<file path="config.mk">
export PLATFORM = sky130hd
export DESIGN_NAME = scalar_reg_bank
export DESIGN_NICKNAME = d
export VERILOG_FILES = /design/src/rtl/scalar_reg_bank.sv
export SDC_FILE = /design/constraint.sdc
export NUM_CORES = 1
export LEC_CHECK = 0
export CAP_MARGIN = 30
export CELL_PAD_IN_SITES_DETAIL_PLACEMENT = 0
export CELL_PAD_IN_SITES_GLOBAL_PLACEMENT = 2
export CORE_ASPECT_RATIO = 0.5
export CORE_MARGIN = 10
export CORE_UTILIZATION = 33
export CTS_BUF_LIST = sky130_fd_sc_hd__clkbuf_8
export DETAILED_ROUTE_END_ITERATION = 6
export PLACE_DENSITY_LB_ADDON = 0.1
export SLEW_MARGIN = 15
export SYNTH_ARGS = -nofsm -noshare
export SYNTH_HDL_FRONTEND = slang
export SYNTH_SLANG_ARGS = --single-unit
</file>
<file path="constraint.sdc">
create_clock -name clk -period 1.8 [get_ports clk]
set_input_delay 0.18 -clock clk [delete_from_list [all_inputs] [get_ports clk]]
set_output_delay 0.18 -clock clk [all_outputs]
set_load 0.05 [all_outputs]
</file>
<file path="src/rtl/scalar_reg_bank.sv">
// Eight-entry scalar register bank with a 2-deep write-back commit queue
// and a per-register busy scoreboard for read-after-write hazard detection.
module scalar_reg_bank #(
  parameter int N = 4
) (
  input  logic         clk,
  input  logic         rst,
  input  logic         wb_valid,
  output logic         wb_ready,
  input  logic [3:0]   wb_addr,
  input  logic [N-1:0] wb_data,
  input  logic         commit_stall,
  input  logic         iss_valid,
  input  logic [3:0]   iss_addr,
  output logic [7:0]   busy,
  output logic         err,
  output logic [1:0]   q_count,
  output logic [N-1:0] R00,
  output logic [N-1:0] R01,
  output logic [N-1:0] R02,
  output logic [N-1:0] R03,
  output logic [N-1:0] R04,
  output logic [N-1:0] R05,
  output logic [N-1:0] R06,
  output logic [N-1:0] R07
);

  logic [N-1:0] r_regs  [8];
  logic [2:0]   r_qAddr [2];
  logic [N-1:0] r_qData [2];
  logic         r_head;
  logic [1:0]   r_count;
  logic [7:0]   r_busy;
  logic         r_err;

  logic         w_accept;
  logic         w_wbBad;
  logic         w_issBad;
  logic         w_push;
  logic         w_pop;
  logic         w_tail;
  logic [7:0]   w_busyNext;

  assign wb_ready = (r_count != 2'd2);
  assign w_accept = wb_valid && wb_ready;
  assign w_wbBad  = w_accept && wb_addr[3];
  assign w_issBad = iss_valid && iss_addr[3];
  assign w_push   = w_accept && !wb_addr[3];
  assign w_pop    = (r_count != 2'd0) && !commit_stall;
  // With one entry queued the free slot is the one after the head.
  assign w_tail   = r_head ^ r_count[0];

  // Clear on commit first, then set on issue so a newer producer wins.
  always_comb begin
    w_busyNext = r_busy;
    if (w_pop)
      w_busyNext[r_qAddr[r_head]] = 1'b0;
    if (iss_valid && !iss_addr[3])
      w_busyNext[iss_addr[2:0]] = 1'b1;
  end

  always_ff @(posedge clk) begin
    if (rst) begin
      for (int i = 0; i < 8; i++)
        r_regs[i] <= '0;
      for (int j = 0; j < 2; j++) begin
        r_qAddr[j] <= '0;
        r_qData[j] <= '0;
      end
      r_head  <= 1'b0;
      r_count <= 2'd0;
      r_busy  <= 8'd0;
      r_err   <= 1'b0;
    end else begin
      if (w_push) begin
        r_qAddr[w_tail] <= wb_addr[2:0];
        r_qData[w_tail] <= wb_data;
      end
      if (w_pop) begin
        r_regs[r_qAddr[r_head]] <= r_qData[r_head];
        r_head <= ~r_head;
      end
      case ({w_push, w_pop})
        2'b10:   r_count <= r_count + 2'd1;
        2'b01:   r_count <= r_count - 2'd1;
        default: r_count <= r_count;
      endcase
      r_busy <= w_busyNext;
      r_err  <= w_wbBad || w_issBad;
    end
  end

  assign busy    = r_busy;
  assign err     = r_err;
  assign q_count = r_count;

  assign R00 = r_regs[0];
  assign R01 = r_regs[1];
  assign R02 = r_regs[2];
  assign R03 = r_regs[3];
  assign R04 = r_regs[4];
  assign R05 = r_regs[5];
  assign R06 = r_regs[6];
  assign R07 = r_regs[7];

endmodule

</file>
==> impl_results.md, run 1 <==
- Status: completed
- Share of cells above drive strength 1: 19.0%
- Synth Area in Simple Gates: 20.6%
- CP delay by family, top: buffers and inverters
- YS warnings: 0
- CP required: 1.62 ns
- Internal power: 2.88 mW
- Congestion Overflow GR: 0
- Stages on worst setup path: 1
- Mux contribution to synthesized area: 3.17%
- Setup TNS: 0 ns
- Post-synth EDFFs: 46
- Mapped Avg Cell Area: 12.2 µm²
- Cts repair resizes: 0
- CP startpoint: r_regs[7][2]
- Synth-to-Final Area Change: 38.6%
- Flops & latches, synth: 59
- Final hold viol count: 0
- Detail Route Antenna Nets: 0
- CP endpoint: R07[2]
- Final Skew: 0.00946 ns
- Total track usage: 10.4%
- Post-synth top area share: 53.0%
- Synth area leaders: edfxtp_1 53%, dfxtp_1 10%, nor2_1 5.3%, and2_1 4.1%, a211oi_1 2.3%
- Gate power share: 29.0%
- RSZ-0062 raised after global routing: no
- Crit path kind: reg -> out
- PD cells: 1180 mW/mm²
- First-pass DRT Iterations: 4
- Gp weighted congestion: 0.750
- Routed via count: 1868
- Finished Layout Cells: 402
- Seq/Total Area, Yosys: 63.0%
- DR iter-0 viols: 138
- F_max: 590 MHz
- Clk slew on worst S/H paths: 0.07 ns
- FP Rows: 22
- Die Wd: 146 µm
- Asr flop ratio synth: 0%
- Slew Viols, Final: 0
- Seq pwr share: 40.6%
- Netlist cell types: 38
- Reg-to-Reg Start: r_qAddr[0][1]
- Cell with the most instances after synthesis: edfxtp_1
- CP max FO: 1
- Final Critical Period: 1.69 ns
- Placed instance area: 0.00339 mm²
- Initial antenna violation count: 0
- Psw: 1.38 mW
- Vias in the first global route: 1912
- Max cap viols: 0
- Slowest Stage Delay on Critical Path: 0.81 ns
- CTS tree: done
- Worst Hold Class: reg -> reg
- Final setup vio count: 0
- Number of post-CTS setup repair buffers: 0
- Hold buffers post-CTS: 0
- Slowest-stage cell, CP: clkdlybuf4s50_1
- IO Port Bufs: 60
- Largest family of logic cells by synthesized area: simple AND/OR/NAND/NOR gates
- Pleak: 1.25 nW
- Max IR drop VDD: 0.799 mV
- Top-level port count: 61
- Clk buf depth: 2
- H-tree depth: 3
- N_diodes: 0
- Final net count: 307
- Final HPWL DP: 4.94 mm
- Clock Latency Late Sink: 0.34 ns
- Most used DFF post-synth: edfxtp_1
- CP Buf/Inv Count: 1
- Leading cell types by count after synthesis: 46 x edfxtp_1, 37 x nor2_1, 17 x and2_1, 13 x dfxtp_1, 13 x nand2_1
- Area of the core: 0.00749 mm²
- Crit. End Element: output port
- Wire per inst: 15.3 µm
- Rel. slew slack: 65.9%
- Worst Tran Pin Value: 0.509 ns
- Period Utilization, post-route: 94.1%
- Root Buffer: clkbuf_8
- Mapped cell area: 0.00261 mm²
- Register-to-Register Path Depth: 3
- Die area: 0.0121 mm²
- Worst path arrival time: 1.51 ns
- R2R Setup Slk: 0.12 ns
- FF-to-FF End: r_regs[4][1]
- XOR/XNOR Fraction of Synth Area: 1.01%
- Num CTS Buffers: 9
- Post-DR vias/cell: 4.65
- Sw frac: 32.4%
- First-pass GRT wire length: 10.0 mm
- Post-synthesis compound-gate area fraction: 8.35%
- Yosys top cell by area: edfxtp_1
- Setup crit start kind: flop
- Crit path cell chain: clkdlybuf4s50_1
- Clock power frac: 30.3%
- Placed Cells: 386
- DRT Wirelength: 6.15 mm
- Largest net degree at the start of global routing: 25
- Post-Synthesis Cells: 214
- Synth Net Count: 232
- DRC viols: 0
- Synth Area in Adders: 0.480%
- CTS sink cnt: 59
- Die height: 82.8 µm
- Initial core utilization: 34.8%
- Finished Cell Area: 0.00361 mm²
## area by class of cell
cell class / instances / area, µm²
clock buffer: 9 / 124
inverter: 2 / 7.51
clock inverter: 7 / 92.6
tap: 108 / 135
fill: 700 / 3880
multi-input combinational: 143 / 897
sequential: 59 / 1650
timing repair buffer: 74 / 708
## power by group through the flow
stage	Sequential (mW)	Combinational (mW)	Clock, mW
after floorplan	1.97	0.688	0
after global placement	1.76	1.23	0
after detailed placement	1.77	1.24	0
after CTS	1.74	1.25	1.33
after global routing	1.75	1.33	1.40
final	1.73	1.24	1.29
## cells by family (layout without fill, tap and decap cells)
logic type | count (synthesis) | in the layout
simple gates | 103 | 103
xor+xnor | 3 | 3
mux | 6 | 6
buf+inv | 12 | 92
compound gates | 30 | 30
fa+ha+maj | 1 | 1
flops | 59 | 59
## routing by layer
layer	part of all wire, %	routed length, µm	vias to the layer above	global-route usage [%]
li1	-	-	923	-
met1	48	2940	858	13.6
met2	42	2590	78	14.5
met3	9.2	564	9	5.63
met4	0.93	57	0	2.99
met5	0	0	-	0
## state kept, by name (all words and copies together) (netlist names), named ones only
name     cells
err          1
r_qData      8
r_head       1
busy         8
r_qAddr      6
q_count      2
r_regs      32
## per-stage QoR
stage / hold WS (ns) / util, % / total power, mW / worst slack (ns)
after floorplan: 0.310 / - / 2.66 / 0.0544
after global placement: 0.452 / 45.3 / 2.99 / 0.0559
after detailed placement: 0.460 / 45.3 / 3.01 / 0.0172
after CTS: 0.469 / 48.2 / 4.32 / 0.0798
after global routing: 0.505 / 48.2 / 4.49 / 0.0388
final: 0.466 / 48.2 / 4.26 / 0.105
## cells in the final DEF, fill, tap and decap left out, types with 2 or more instances in the layout
cell,n
o21ai_2,6
nand3_1,5
a211oi_1,8
xnor2_1,2
nand2_1,13
dfxtp_1,11
mux2_2,4
clkbuf_8,9
a21oi_2,2
clkdlybuf4s50_1,56
nand3b_1,6
bufinv_16,2
buf_4,17
edfxtp_1,46
nand4_1,8
o21ai_0,9
clkinvlp_4,2
or3b_1,5
or3_1,3
or2_2,2
and2_1,17
nor2_1,37
o21ai_1,2
## how the worst min path moves through the flow
stage                      from  endpoint  slack, ns  depth (start not counted)
finish                  busy[6]   busy[6]       0.47                          2
CTS                     busy[6]   busy[6]       0.47                          2
detailed placement      busy[6]   busy[6]       0.46                          2
floorplan           iss_addr[0]   busy[1]       0.31                          2
global route            busy[5]   busy[5]       0.50                          2
global placement        busy[2]   busy[2]       0.45                          2
(Power assumes the default switching activity.)
==> run 2, diff against run 1 <==
- ABC_AREA: unset -> 1
- CORE_UTILIZATION: 33 -> 31
- SETUP_SLACK_MARGIN: unset -> 0.05
- TNS_END_PERCENT: unset -> 30
==> run 2 against run 1 <==
  * Flip-flop and latch count did not move
  * Via count barely moved
  * Final cell count rose by 7.5%
  * Critical path depth did not move
  * Setup slack got worse by 0.014 ns
  * Count of clock-buffer cells in the layout did not move
  * Largest cell class unchanged
==> impl_results.md, run 2 <==
- Status: completed (unchanged)
- Clk slew on worst S/H paths: 0.07 ns (about the same)
- Pleak: 1.40 nW (was 1.25 nW)
- H-tree depth: 3 (unchanged)
- Synth area leaders: edfxtp_1 55%, dfxtp_1 10%, nand2_1 8.7%, nor2_1 6.2%, inv_1 3.5% (was edfxtp_1 53%, dfxtp_1 10%, nor2_1 5.3%, and2_1 4.1%, a211oi_1 2.3%)
- Seq/Total Area, Yosys: 65.9% (was 63.0%)
- Leading cell types by count after synthesis: 58 x nand2_1, 46 x edfxtp_1, 41 x nor2_1, 23 x inv_1, 17 x nor3_1 (was 46 x edfxtp_1, 37 x nor2_1, 17 x and2_1, 13 x dfxtp_1, 13 x nand2_1)
- Post-synth EDFFs: 46 (unchanged)
- CP required: 1.62 ns (about the same)
- Die Wd: 147 µm (was 146 µm)
- Yosys top cell by area: edfxtp_1 (unchanged)
- Rel. slew slack: 65.0% (was 65.9%)
- Largest net degree at the start of global routing: 25 (unchanged)
- Die height: 83.4 µm (was 82.8 µm)
- Slowest Stage Delay on Critical Path: 0.82 ns (was 0.81 ns)
- Wire per inst: 14.0 µm (was 15.3 µm)
- Total Power: 3.72 mW (was 4.26 mW)
- DR iter-0 viols: 121 (was 138)
- Final hold viol count: 0 (unchanged)
- CP delay by family, top: buffers and inverters (unchanged)
- Initial antenna violation count: 0 (unchanged)
- Detail Route Antenna Nets: 0 (unchanged)
- DRT Wirelength: 6.06 mm (was 6.15 mm)
- RSZ-0062 raised after global routing: yes (was no)
- CP Buf/Inv Count: 1 (unchanged)
- Most common cell after layout, fill and taps aside: nand2_1 (was clkdlybuf4s50_1)
- Final Critical Period: 1.71 ns (was 1.69 ns)
- CP max FO: 1 (unchanged)
- FP Rows: 22 (unchanged)
- WHS: 0.431 ns (was 0.466 ns)
- Initial core utilization: 32.9% (was 34.8%)
- First-pass DRT Iterations: 4 (unchanged)
- Mapped cell area: 0.00249 mm² (was 0.00261 mm²)
- Biggest register: r_regs (unchanged)
- Crit path cell chain: clkdlybuf4s50_1 (unchanged)
- Setup TNS: 0 ns (unchanged)
- Share of cells above drive strength 1: 13.3% (was 19.0%)
- YS warnings: 0 (unchanged)
- Gp weighted congestion: 0.722 (was 0.750)
- Slew Viols, Final: 0 (unchanged)
- F_max: 585 MHz (was 590 MHz)
- Post-synth top area share: 55.4% (was 53.0%)
- Crit path kind: reg -> out (unchanged)
- IO Port Bufs: 60 (unchanged)
- Crit. End Element: output port (unchanged)
- Final core area utilization: 46.4% (was 48.2%)
- DRC viols: 0 (unchanged)
- Max FFs per register: 32 (unchanged)
- Final Skew: 0.00847 ns (was 0.00946 ns)
- Synth-to-Final Area Change: 41.1% (was 38.6%)
- Post-DR vias/cell: 4.33 (was 4.65)
- Setup crit start kind: flop (unchanged)
- First-pass GRT wire length: 9.94 mm (was 10.0 mm)
- Most used DFF post-synth: edfxtp_1 (unchanged)
- Slowest-stage cell, CP: clkdlybuf4s50_1 (unchanged)
- Clock Latency Late Sink: 0.34 ns (about the same)
- Period Utilization, post-route: 94.9% (was 94.1%)
- Netlist cell types: 22 (was 38)
- Setup ws final: 0.0911 ns (was 0.105 ns)
- Top-level port count: 61 (unchanged)
- Area of the core: 0.00757 mm² (was 0.00749 mm²)
- PD cells: 1060 mW/mm² (was 1180 mW/mm²)
- CTS sink cnt: 59 (unchanged)
- Routed via count: 1869 (was 1868)
- N_diodes: 0 (unchanged)
- Clk buf depth: 2 (unchanged)
- Most frequent cells in the layout: 58 x nand2_1, 57 x clkdlybuf4s50_1, 46 x edfxtp_1 (was 56 x clkdlybuf4s50_1, 46 x edfxtp_1, 37 x nor2_1)
- Vias in the first global route: 1968 (was 1912)
- Root Buffer: clkbuf_8 (unchanged)
- Mapped Avg Cell Area: 10.3 µm² (was 12.2 µm²)
- Final net count: 337 (was 307)
- Max cap viols: 0 (unchanged)
- Synth Net Count: 259 (was 232)
- Final setup vio count: 0 (unchanged)
- Post-Synthesis Cells: 241 (was 214)
- CTS tree: done (unchanged)
- Max IR drop VDD: 0.432 mV (was 0.799 mV)
- Congestion Overflow GR: 0 (unchanged)
- Worst Hold Class: in -> reg (was reg -> reg)
- Num CTS Buffers: 9 (unchanged)
- Flops & latches, synth: 59 (unchanged)
- Die area: 0.0122 mm² (was 0.0121 mm²)
- Worst path arrival time: 1.53 ns (was 1.51 ns)
- Total track usage: 10.1% (was 10.4%)
- Asr flop ratio synth: 0% (unchanged)
- Final HPWL DP: 4.64 mm (was 4.94 mm)
- Placement Setup Slack: 0.0523 ns (was 0.0172 ns)
- Fill cell count: 720 (was 700)
- Cell with the most instances after synthesis: nand2_1 (was edfxtp_1)
- Worst Tran Pin Value: 0.524 ns (was 0.509 ns)
run 2: final cells by class:
class / instances / area [µm²] / share of cell area (%)
tap: 108 / 135 / 3.84
timing repair buffer: 72 / 683 / 19.4
inverter: 24 / 90.1 / 2.56
sequential: 59 / 1640 / 46.8
clock inverter: 7 / 92.6 / 2.63
clock buffer: 9 / 124 / 3.52
multi-input combinational: 153 / 747 / 21.2
run 2: routing by layer:
metal  part of all wire [%]  up-vias  wire length [µm]  GRT usage, %
li1                       -      961                 -             -
met1                     44      855              2660          11.8
met2                     47       45              2870          16.3
met3                    7.5        8               454          4.33
met4                    1.3        0                80          3.77
met5                      0        -                 0             0
run 2: kinds of logic after synthesis:
| group | synth area share, % |
|---|---|
| simple gates | 23.8 |
| flops | 65.9 |
| buf+inv | 4.82 |
| compound gates | 2.71 |
| mux | 1.61 |
| xor+xnor | 0.653 |
| fa+ha+maj | 0.502 |
run 2: path summary, 6_finish.rpt:
| path | startpoint | to | slack (ns) | depth (start not counted) |
|---|---|---|---|---|
| max reg2reg | flop | r_regs[5][0] | 0.17 | 6 |
| min reg2reg | busy[7] | busy[7] | 0.47 | 2 |
| max | r_regs[4][3] | R04[3] | 0.09 | 1 |
| min | iss_addr[3] | err | 0.43 | 3 |
run 2: repair_timing:
item	in CTS	in global routing
hold buffers	0	0
endpoints found under the setup margin	7	35
setup buffers	0	0
resized for setup	1	2
run 2: power breakdown:
| part | internal, mW | switching, mW | leakage [nW] |
|---|---|---|---|
| Combinational | 0.253 | 0.527 | 0.700 |
| Sequential | 1.57 | 0.0601 | 0.585 |
| Clock | 0.775 | 0.535 | 0.113 |
| Total | 2.60 | 1.12 | 1.40 |
run 2: through the flow:
step / instance area (µm²) / cells
2_1_floorplan: 2490 / 241
3_3_place_gp: 3280 / 416
3_5_place_dp: 3280 / 416
4_1_cts: 3510 / 432
5_1_grt: 3520 / 432
6_report: 3520 / 432
==> RTL change, RTL diff (flow settings as in run 1) <==
The output `err` loses its register stage (`r_err` becomes a continuous assignment).
--- a/src/rtl/scalar_reg_bank.sv
+++ b/src/rtl/scalar_reg_bank.sv
@@ -70,7 +70,6 @@
       r_head  <= 1'b0;
       r_count <= 2'd0;
       r_busy  <= 8'd0;
-      r_err   <= 1'b0;
     end else begin
       if (w_push) begin
         r_qAddr[w_tail] <= wb_addr[2:0];
@@ -86,9 +85,10 @@
         default: r_count <= r_count;
       endcase
       r_busy <= w_busyNext;
-      r_err  <= w_wbBad || w_issBad;
     end
   end
+
+  assign r_err = w_wbBad || w_issBad;
 
   assign busy    = r_busy;
   assign err     = r_err;
Behaviour: not the same (a bounded check fails within 4 cycles, from zero or initial values and one cycle with rst high).
==> RTL change against run 1 <==
Worst setup slack gained 13 ps. Synthesized cell count shrank 0.93%. Design area grew 0.90%. Via count is the same. Area after synthesis shrank 1.6%. Sequential cell count shrank 1. Utilization grew 0.80 points. Largest cell class unchanged. Power is essentially flat. Routed wire length shrank 1.1%.
==> RTL change: results (changes against run 1) <==
status:
  status: "completed"
cells_and_area:
  drive_above_1_share: 0.1993  # +0.008859
  nNetsFinal: 314  # +2.3%
  multi_input_gates: 142  # -0.70%
  buffer_area_frac: 0.2163  # +0.02023
  nFillCells: 684  # -2.3%
  clk_share: 0.05735  # -0.002596
clock_network:
  cts_resized: 1  # +1
  cts_sinks: 58  # -1.7%
grt:
  met3_usage: 0.05239  # -0.003885
  grt.total_usage: 0.1050  # +0.0006489
  use_met2: 0.1467  # +0.001966
  grtUsageMet1: 0.1336  # -0.002201
timing:
  relSlewSlack: 0.6523  # -0.007112
  fin_worst_skew_ps: 9.514  # +0.05215 ps
route:
  drt_iter0_drc: 162  # +17%
  wl_um: 6079  # -1.1%
  met2_length_um: 2478  # -4.3%
  wl_met3_um: 611  # +8.3%
  wl_met1_um: 2899  # -1.3%
yosys:
  synthTopCellsByArea: "edfxtp_1 54%, dfxtp_1 9.4%, nor2_1 5.3%"
  synth_cell_types: 36  # -5.3%
  synth_cells: 212  # -0.93%
  synthXorXnorAreaFrac: 0.01025  # +0.0001673
  synth_mux_area_frac: 0.03221  # +0.0005258
  ys_seq_area_frac: 0.6325  # +0.002643
  syn-num-nets: 230  # -0.86%
power_and_ir_drop:
  pwr-share-seq: 0.404  # -0.002
  power.share.clock: 0.298  # -0.005
  vdd_drop_max_mv: 0.7123  # -11%
  leakage_uw: 0.001287  # +3.4%
place:
  dp_hpwl_um: 4851  # -1.8%
  place_area_sq_mm: 0.003427  # +0.96%
==> RTL change: changes by cell type in the layout (fill, tap and decap cells not counted), sizes merged <==
cell,before,now
buf,18,27
clkinvlp,2,0
a32o,0,1
a32oi,1,0
clkinv,3,4
dfxtp,13,12
inv,2,3
nor2,37,36
==> RTL change: metrics by stage <==
stage	setup WS, ps	util	total power [uW]	TNS (ps)
floorplan	6.136	-	2605	0
global placement	-54.97	0.4611	3006	-678.2
detailed placement	-71.14	0.4611	3019	-926.1
CTS	48.47	0.4892	4289	0
global route	56.57	0.4902	4471	0
finish	118.7	0.4902	4267	0
==> RTL change: path summary, 6_finish.rpt <==
check,startpoint,endpoint,slack [ps]
setup / recovery,r_regs[4][0],R04[0],120
hold / removal,busy[2],busy[2],450
setup reg to reg,r_qAddr[0][1],r_regs[1][3],120
hold reg to reg,busy[2],busy[2],450
